===== config.mk =====
export PLATFORM = sky130hd
export DESIGN_NAME = bin_to_bcd_converter_flat
export DESIGN_NICKNAME = d
export VERILOG_FILES = /design/src/rtl/bin_to_bcd_converter_if.sv /design/src/rtl/bin_to_bcd_converter.sv /design/src/flat_wrapper.sv
export SDC_FILE = /design/constraint.sdc
export NUM_CORES = 1
export LEC_CHECK = 0
export CAP_MARGIN = 20
export CORE_AREA = 2 2 94 96
export CTS_CLUSTER_DIAMETER = 60
export DETAILED_ROUTE_END_ITERATION = 8
export DIE_AREA = 0 0 96 98
export GPL_ROUTABILITY_DRIVEN = 0
export PLACE_DENSITY = 0.81
export SETUP_SLACK_MARGIN = 0.05
export SLEW_MARGIN = 5
export SYNTH_ARGS = -nofsm -noshare
export SYNTH_HDL_FRONTEND = slang
export SYNTH_SLANG_ARGS = --single-unit

===== constraint.sdc =====
create_clock -name clk_in -period 2.15 [get_ports clk_in]
set_input_delay 0.3225 -clock clk_in [delete_from_list [all_inputs] [get_ports clk_in]]
set_output_delay 0.3225 -clock clk_in [all_outputs]
set_load 0.02 [all_outputs]

===== src/rtl/bin_to_bcd_converter_if.sv =====
// bin_to_bcd_converter_if: request/result bundle between a binary source and the BCD converter
interface bin_to_bcd_converter_if #(
    parameter int IN_WIDTH = 27,
    parameter int DIGITS = 8
);
    logic [IN_WIDTH-1:0] bin_in;
    logic valid_in;
    logic ready_out;
    logic [4*DIGITS-1:0] bcd_out;
    logic valid_out;
    logic overflow_out;
    modport master (
        output bin_in, valid_in,
        input  ready_out, bcd_out, valid_out, overflow_out
    );
    modport slave (
        input  bin_in, valid_in,
        output ready_out, bcd_out, valid_out, overflow_out
    );
endinterface


===== src/rtl/bin_to_bcd_converter.sv =====
// bin_to_bcd_converter: iterative double-dabble, one bit per cycle; BCD_OVERFLOW_SAT_EN enables overflow flag and EEEE saturation
module bin_to_bcd_converter #(
    parameter int IN_WIDTH = 27,
    parameter int DIGITS = 8
) (
    input logic clk_in,
    input logic rst_in,
    bin_to_bcd_converter_if.slave bus
);
    localparam int BW = 4*DIGITS;
    localparam int CNTW = $clog2(IN_WIDTH+1);
    typedef enum logic [1:0] {IDLE, SHIFT, DONE} state_t;
    state_t state;
    logic [IN_WIDTH-1:0] bin_r;
    logic [BW-1:0] bcd_r, adj, nxt, bcd_q;
    logic [CNTW-1:0] cnt;
    logic valid_q;
    assign bus.ready_out = state == IDLE;
    assign bus.bcd_out = bcd_q;
    assign bus.valid_out = valid_q;
    assign nxt = {adj[BW-2:0], bin_r[IN_WIDTH-1]};
`ifdef BCD_OVERFLOW_SAT_EN
    function automatic longint unsigned pow10(input int n);
        longint unsigned p = 1;
        for (int i = 0; i < n; i++) p = p*10;
        return p;
    endfunction
    localparam longint unsigned MAX_VAL = pow10(DIGITS) - 1;
    localparam int CW = IN_WIDTH > $clog2(MAX_VAL+1) ? IN_WIDTH : $clog2(MAX_VAL+1);
    logic ovf_r, ovf_q, in_ovf;
    assign in_ovf = CW'(bus.bin_in) > CW'(MAX_VAL);
    assign bus.overflow_out = ovf_q;
`else
    assign bus.overflow_out = 1'b0;
`endif
    // add-3 correction on every working digit that would overflow when doubled
    always_comb begin
        adj = bcd_r;
        for (int i = 0; i < DIGITS; i++)
            adj[4*i+:4] = bcd_r[4*i+:4] >= 4'd5 ? bcd_r[4*i+:4] + 4'd3 : bcd_r[4*i+:4];
    end
    // control FSM; result and pulse are registered on the last shift so they appear in DONE
    always_ff @(posedge clk_in) begin
        if (rst_in) begin
            state <= IDLE;
            bin_r <= '0;
            bcd_r <= '0;
            cnt <= '0;
            bcd_q <= '0;
            valid_q <= 1'b0;
`ifdef BCD_OVERFLOW_SAT_EN
            ovf_r <= 1'b0;
            ovf_q <= 1'b0;
`endif
        end else begin
            valid_q <= 1'b0;
            case (state)
                IDLE: if (bus.valid_in) begin
                    bin_r <= bus.bin_in;
                    bcd_r <= '0;
                    cnt <= CNTW'(IN_WIDTH);
                    state <= SHIFT;
`ifdef BCD_OVERFLOW_SAT_EN
                    ovf_r <= in_ovf;
`endif
                end
                SHIFT: begin
                    bcd_r <= nxt;
                    bin_r <= {bin_r[IN_WIDTH-2:0], 1'b0};
                    cnt <= cnt - 1'b1;
                    if (cnt == CNTW'(1)) begin
                        state <= DONE;
                        valid_q <= 1'b1;
`ifdef BCD_OVERFLOW_SAT_EN
                        bcd_q <= ovf_r ? {DIGITS{4'hE}} : nxt;
                        ovf_q <= ovf_r;
`else
                        bcd_q <= nxt;
`endif
                    end
                end
                default: state <= IDLE;
            endcase
        end
    end
endmodule


===== src/flat_wrapper.sv =====
// flat-port wrapper written by rule: the top's interface ports become plain ports
module bin_to_bcd_converter_flat 
#(
    parameter int IN_WIDTH = 27,
    parameter int DIGITS = 8
)
  (clk_in, rst_in, bus_bin_in, bus_valid_in, bus_ready_out, bus_bcd_out, bus_valid_out, bus_overflow_out);
  bin_to_bcd_converter_if #(.IN_WIDTH(IN_WIDTH), .DIGITS(DIGITS)) bus_i ();
  input logic clk_in;
  input logic rst_in;
  input wire logic [$bits(bus_i.bin_in)-1:0] bus_bin_in;
  input wire logic [$bits(bus_i.valid_in)-1:0] bus_valid_in;
  output wire logic [$bits(bus_i.ready_out)-1:0] bus_ready_out;
  output wire logic [$bits(bus_i.bcd_out)-1:0] bus_bcd_out;
  output wire logic [$bits(bus_i.valid_out)-1:0] bus_valid_out;
  output wire logic [$bits(bus_i.overflow_out)-1:0] bus_overflow_out;
  assign bus_i.bin_in = bus_bin_in;
  assign bus_i.valid_in = bus_valid_in;
  assign bus_ready_out = bus_i.ready_out;
  assign bus_bcd_out = bus_i.bcd_out;
  assign bus_valid_out = bus_i.valid_out;
  assign bus_overflow_out = bus_i.overflow_out;
  bin_to_bcd_converter #(.IN_WIDTH(IN_WIDTH), .DIGITS(DIGITS)) u_core (.clk_in(clk_in), .rst_in(rst_in), .bus(bus_i));
endmodule

==> results.py <==
metrics = {
    "synthesis": {
        "ys_types": 38,
        "synth_top_area_share_pct": 41.0,
        "synth.avg_cell_area_um2": 8.55,
        "synth_area_um2": 4830,
        "synth_cells": 565,
        "yosys-top-cells-area": "dfxtp_1 (41%), nor2_1 (7.3%), a21oi_1 (6.8%)",
        "yosys_warnings": 0,
        "ys_ff_latch": 99,
        "yosysTopAreaCell": "dfxtp_1",
        "seq_area_frac_synth_pct": 41.0,
        "syn-num-nets": 613,
    },
    "timing": {
        "final-setup-viol-count": 0,
        "fin_crit_sh_pct": 86.6,
        "whs_ns": 0.374,
        "slew_headroom_pct": 55.0,
        "finClkSkew_ns": 0.00876,
        "postLayoutSetupSlackWorst_ns": 0.287,
        "period_minus_slack_ns": 1.86,
        "tightestPinTransition_ns": 0.673,
        "setup_tns_ns": 0,
        "slew_violations": 0,
        "rsz0062_at_grt": "no",
        "fmax_mhz": 537,
        "hold_viol_final": 0,
    },
    "cells_and_area": {
        "drive_gt1_share_pct": 9.49,
        "final_common_cell": "dfxtp_1",
        "antenna_cells": 0,
        "finish.utilization_pct": 67.6,
        "stdcell_area_um2": 5720,
        "synthToLayoutAreaGrowth_pct": 18.5,
        "layout_common_cells": "dfxtp_1 (98), nor2_1 (94), a21oi_1 (66), clkdlybuf4s50_1 (60), inv_1 (32)",
        "nets": 665,
        "fillerInstances": 690,
        "instances_no_fill": 730,
    },
    "placed_design": {
        "place_ws_ns": 0.344,
        "hpwl_um": 7680,
        "io_buffers": 63,
        "dpl.cell_count": 714,
        "postPlaceCellArea_um2": 5500,
    },
    "status": {
        "outcome": "complete, no violations",
    },
    "clocking": {
        "numCtsBuffers": 9,
        "post_cts_buffers": 0,
        "clockBufferDepth": 2,
        "clkTransAtPathRegs_ns": 0.10,
        "cts_resized": 0,
        "clk_latency_ns": 0.36,
        "cts_tree": "yes",
        "clock-sinks": 99,
        "cts_max_level": 3,
        "cts_hold_buf": 0,
        "ctsRootBufferMaster": "clkbuf_8",
    },
    "drt": {
        "drt_iter0_drc": 167,
        "routedWlPerCell_um": 15.4,
        "ant_nets": 0,
        "drc": 0,
        "vias": 4230,
        "drt_wl_total_um": 11200,
        "firstDrtPassIters": 5,
        "vias_per_cell": 5.79,
    },
    "worst_setup_path": {
        "critPathArrivalTime_ns": 2.17,
        "required_ns": 2.46,
        "cp-start-kind": "flop",
        "worst-path-max-fanout": 13,
        "reg2reg_slack_ns": 0.29,
        "worst-setup-path-type": "reg2reg",
        "r2r-start": "u_core.state[0]",
        "crit_path_end_kind": "flop",
        "reg2reg_to": "u_core.bus.bcd_out[14]",
        "reg2regPathDepth": 5,
    },
    "grt": {
        "overflow": 0,
        "grt_max_degree": 56,
        "grt_pass1_wl_um": 18900,
        "grt_usage_pct": 24.8,
        "grt_pass1_vias": 4162,
        "antenna_found_initial": 0,
    },
    "die": {
        "rows": 34,
        "die_w_um": 96,
        "dieHeight_um": 98,
        "die-area_um2": 9410,
        "start_util_pct": 57.0,
        "coreArea_um2": 8470,
        "io_pins": 65,
    },
    "pwr": {
        "p_per_area_nw_per_um2": 645,
        "p_leak_nw": 2.19,
        "p_total_mw": 3.69,
        "ir_drop_uv": 329,
    },
    "min_path": {
        "hp-start": "rst_in",
        "min_path_cells": 3,
        "hp-class": "in2reg",
        "holdPathEnd": "u_core.bus.bcd_out[31]",
    },
    "job": {
        "drv_cap": 0,
    },
}
-- cell usage after synthesis --
master,count
dfxtp_1,99
nor2_1,94
a21oi_1,66
inv_1,32
nor3b_1,23
clkbuf_1,22
nand2b_1,21
ha_1,18
o21ai_0,18
a211oi_1,17
nor3_1,16
o2bb2ai_1,14
a2111oi_0,13
nor2b_1,13
o221a_2,13
a21o_1,9
a22o_1,9
buf_2,8
nand3_1,8
xnor2_1,8
o22ai_1,7
buf_6,6
mux2i_1,5
nand2_1,5
buf_4,4
mux2_2,3
a22oi_1,2
nand3b_1,2
a221oi_1,1
a311oi_2,1
and2_1,1
buf_1,1
conb_1,1
inv_4,1
nor2b_4,1
nor4b_4,1
o21bai_1,1
or4b_2,1
-- layer usage --
layer | track usage [%] | up-vias | wire, µm
met5 | 0 | - | 0
met4 | 9.67 | 0 | 176
met2 | 43.4 | 113 | 5550
li1 | - | 2093 | -
met1 | 30.4 | 2008 | 4930
met3 | 3.24 | 16 | 568
-- how the worst max path moves through the flow --
stage	start	endpoint	slack, ns	cells past startpoint
5_1_grt	u_core.state[0]	u_core.bus.bcd_out[21]	0.13	5
6_report	u_core.state[0]	u_core.bus.bcd_out[14]	0.29	5
2_1_floorplan	u_core.state[1]	bus_ready_out	0.63	5
4_1_cts	u_core.state[1]	bus_ready_out	0.07	3
3_3_place_gp	u_core.state[0]	u_core.bus.bcd_out[29]	0.43	5
3_5_place_dp	u_core.state[0]	u_core.bus.bcd_out[21]	0.34	5
-- worst max-delay path, cell delays in order (launching register included) --
cell and delay [ns]:
dfxtp_1 0.49, nor2b_4 0.39, and2_1 0.24, nand2b_1 0.32
inv_4 0.24, a21o_1 0.13
-- kinds of logic (layout without fill, tap and decap cells) --
group / after synthesis / in the layout / share of synthesized area [%]
compound gates: 171 / 171 / 24.2
xor+xnor: 8 / 8 / 1.45
fa+ha+maj: 18 / 18 / 4.66
buf+inv: 74 / 131 / 7.26
flops: 99 / 99 / 41.0
mux: 8 / 8 / 1.74
other cells: 1 / 1 / 0.0777
simple gates: 186 / 186 / 19.6
-- where the power goes --
group / switching, mW / leakage (nW) / internal, mW
logic: 0.262 / 1.28 / 0.213
clock network: 0.637 / 0.109 / 0.606
registers: 0.0617 / 0.807 / 1.91
-- area by class of cell --
type / instances / area (µm²) / share of cell area (%)
well taps: 108 / 135 / 2.36
multi-input cells: 392 / 2500 / 43.6
clock buffers: 11 / 151 / 2.65
repair buffers: 82 / 766 / 13.4
flip-flops and latches: 99 / 1980 / 34.7
inverters: 33 / 126 / 2.21
clock inverters: 5 / 61.3 / 1.07
-- sequential cells by signal (all words and copies together), names as in the netlist --
register	count
u_core.bus.bcd_out	32
u_core.state	2
u_core.bus.valid_out	1
u_core.bcd_r	32
u_core.bin_r	27
u_core.cnt	5
No activity file was read; power rests on OpenSTA's default activity.
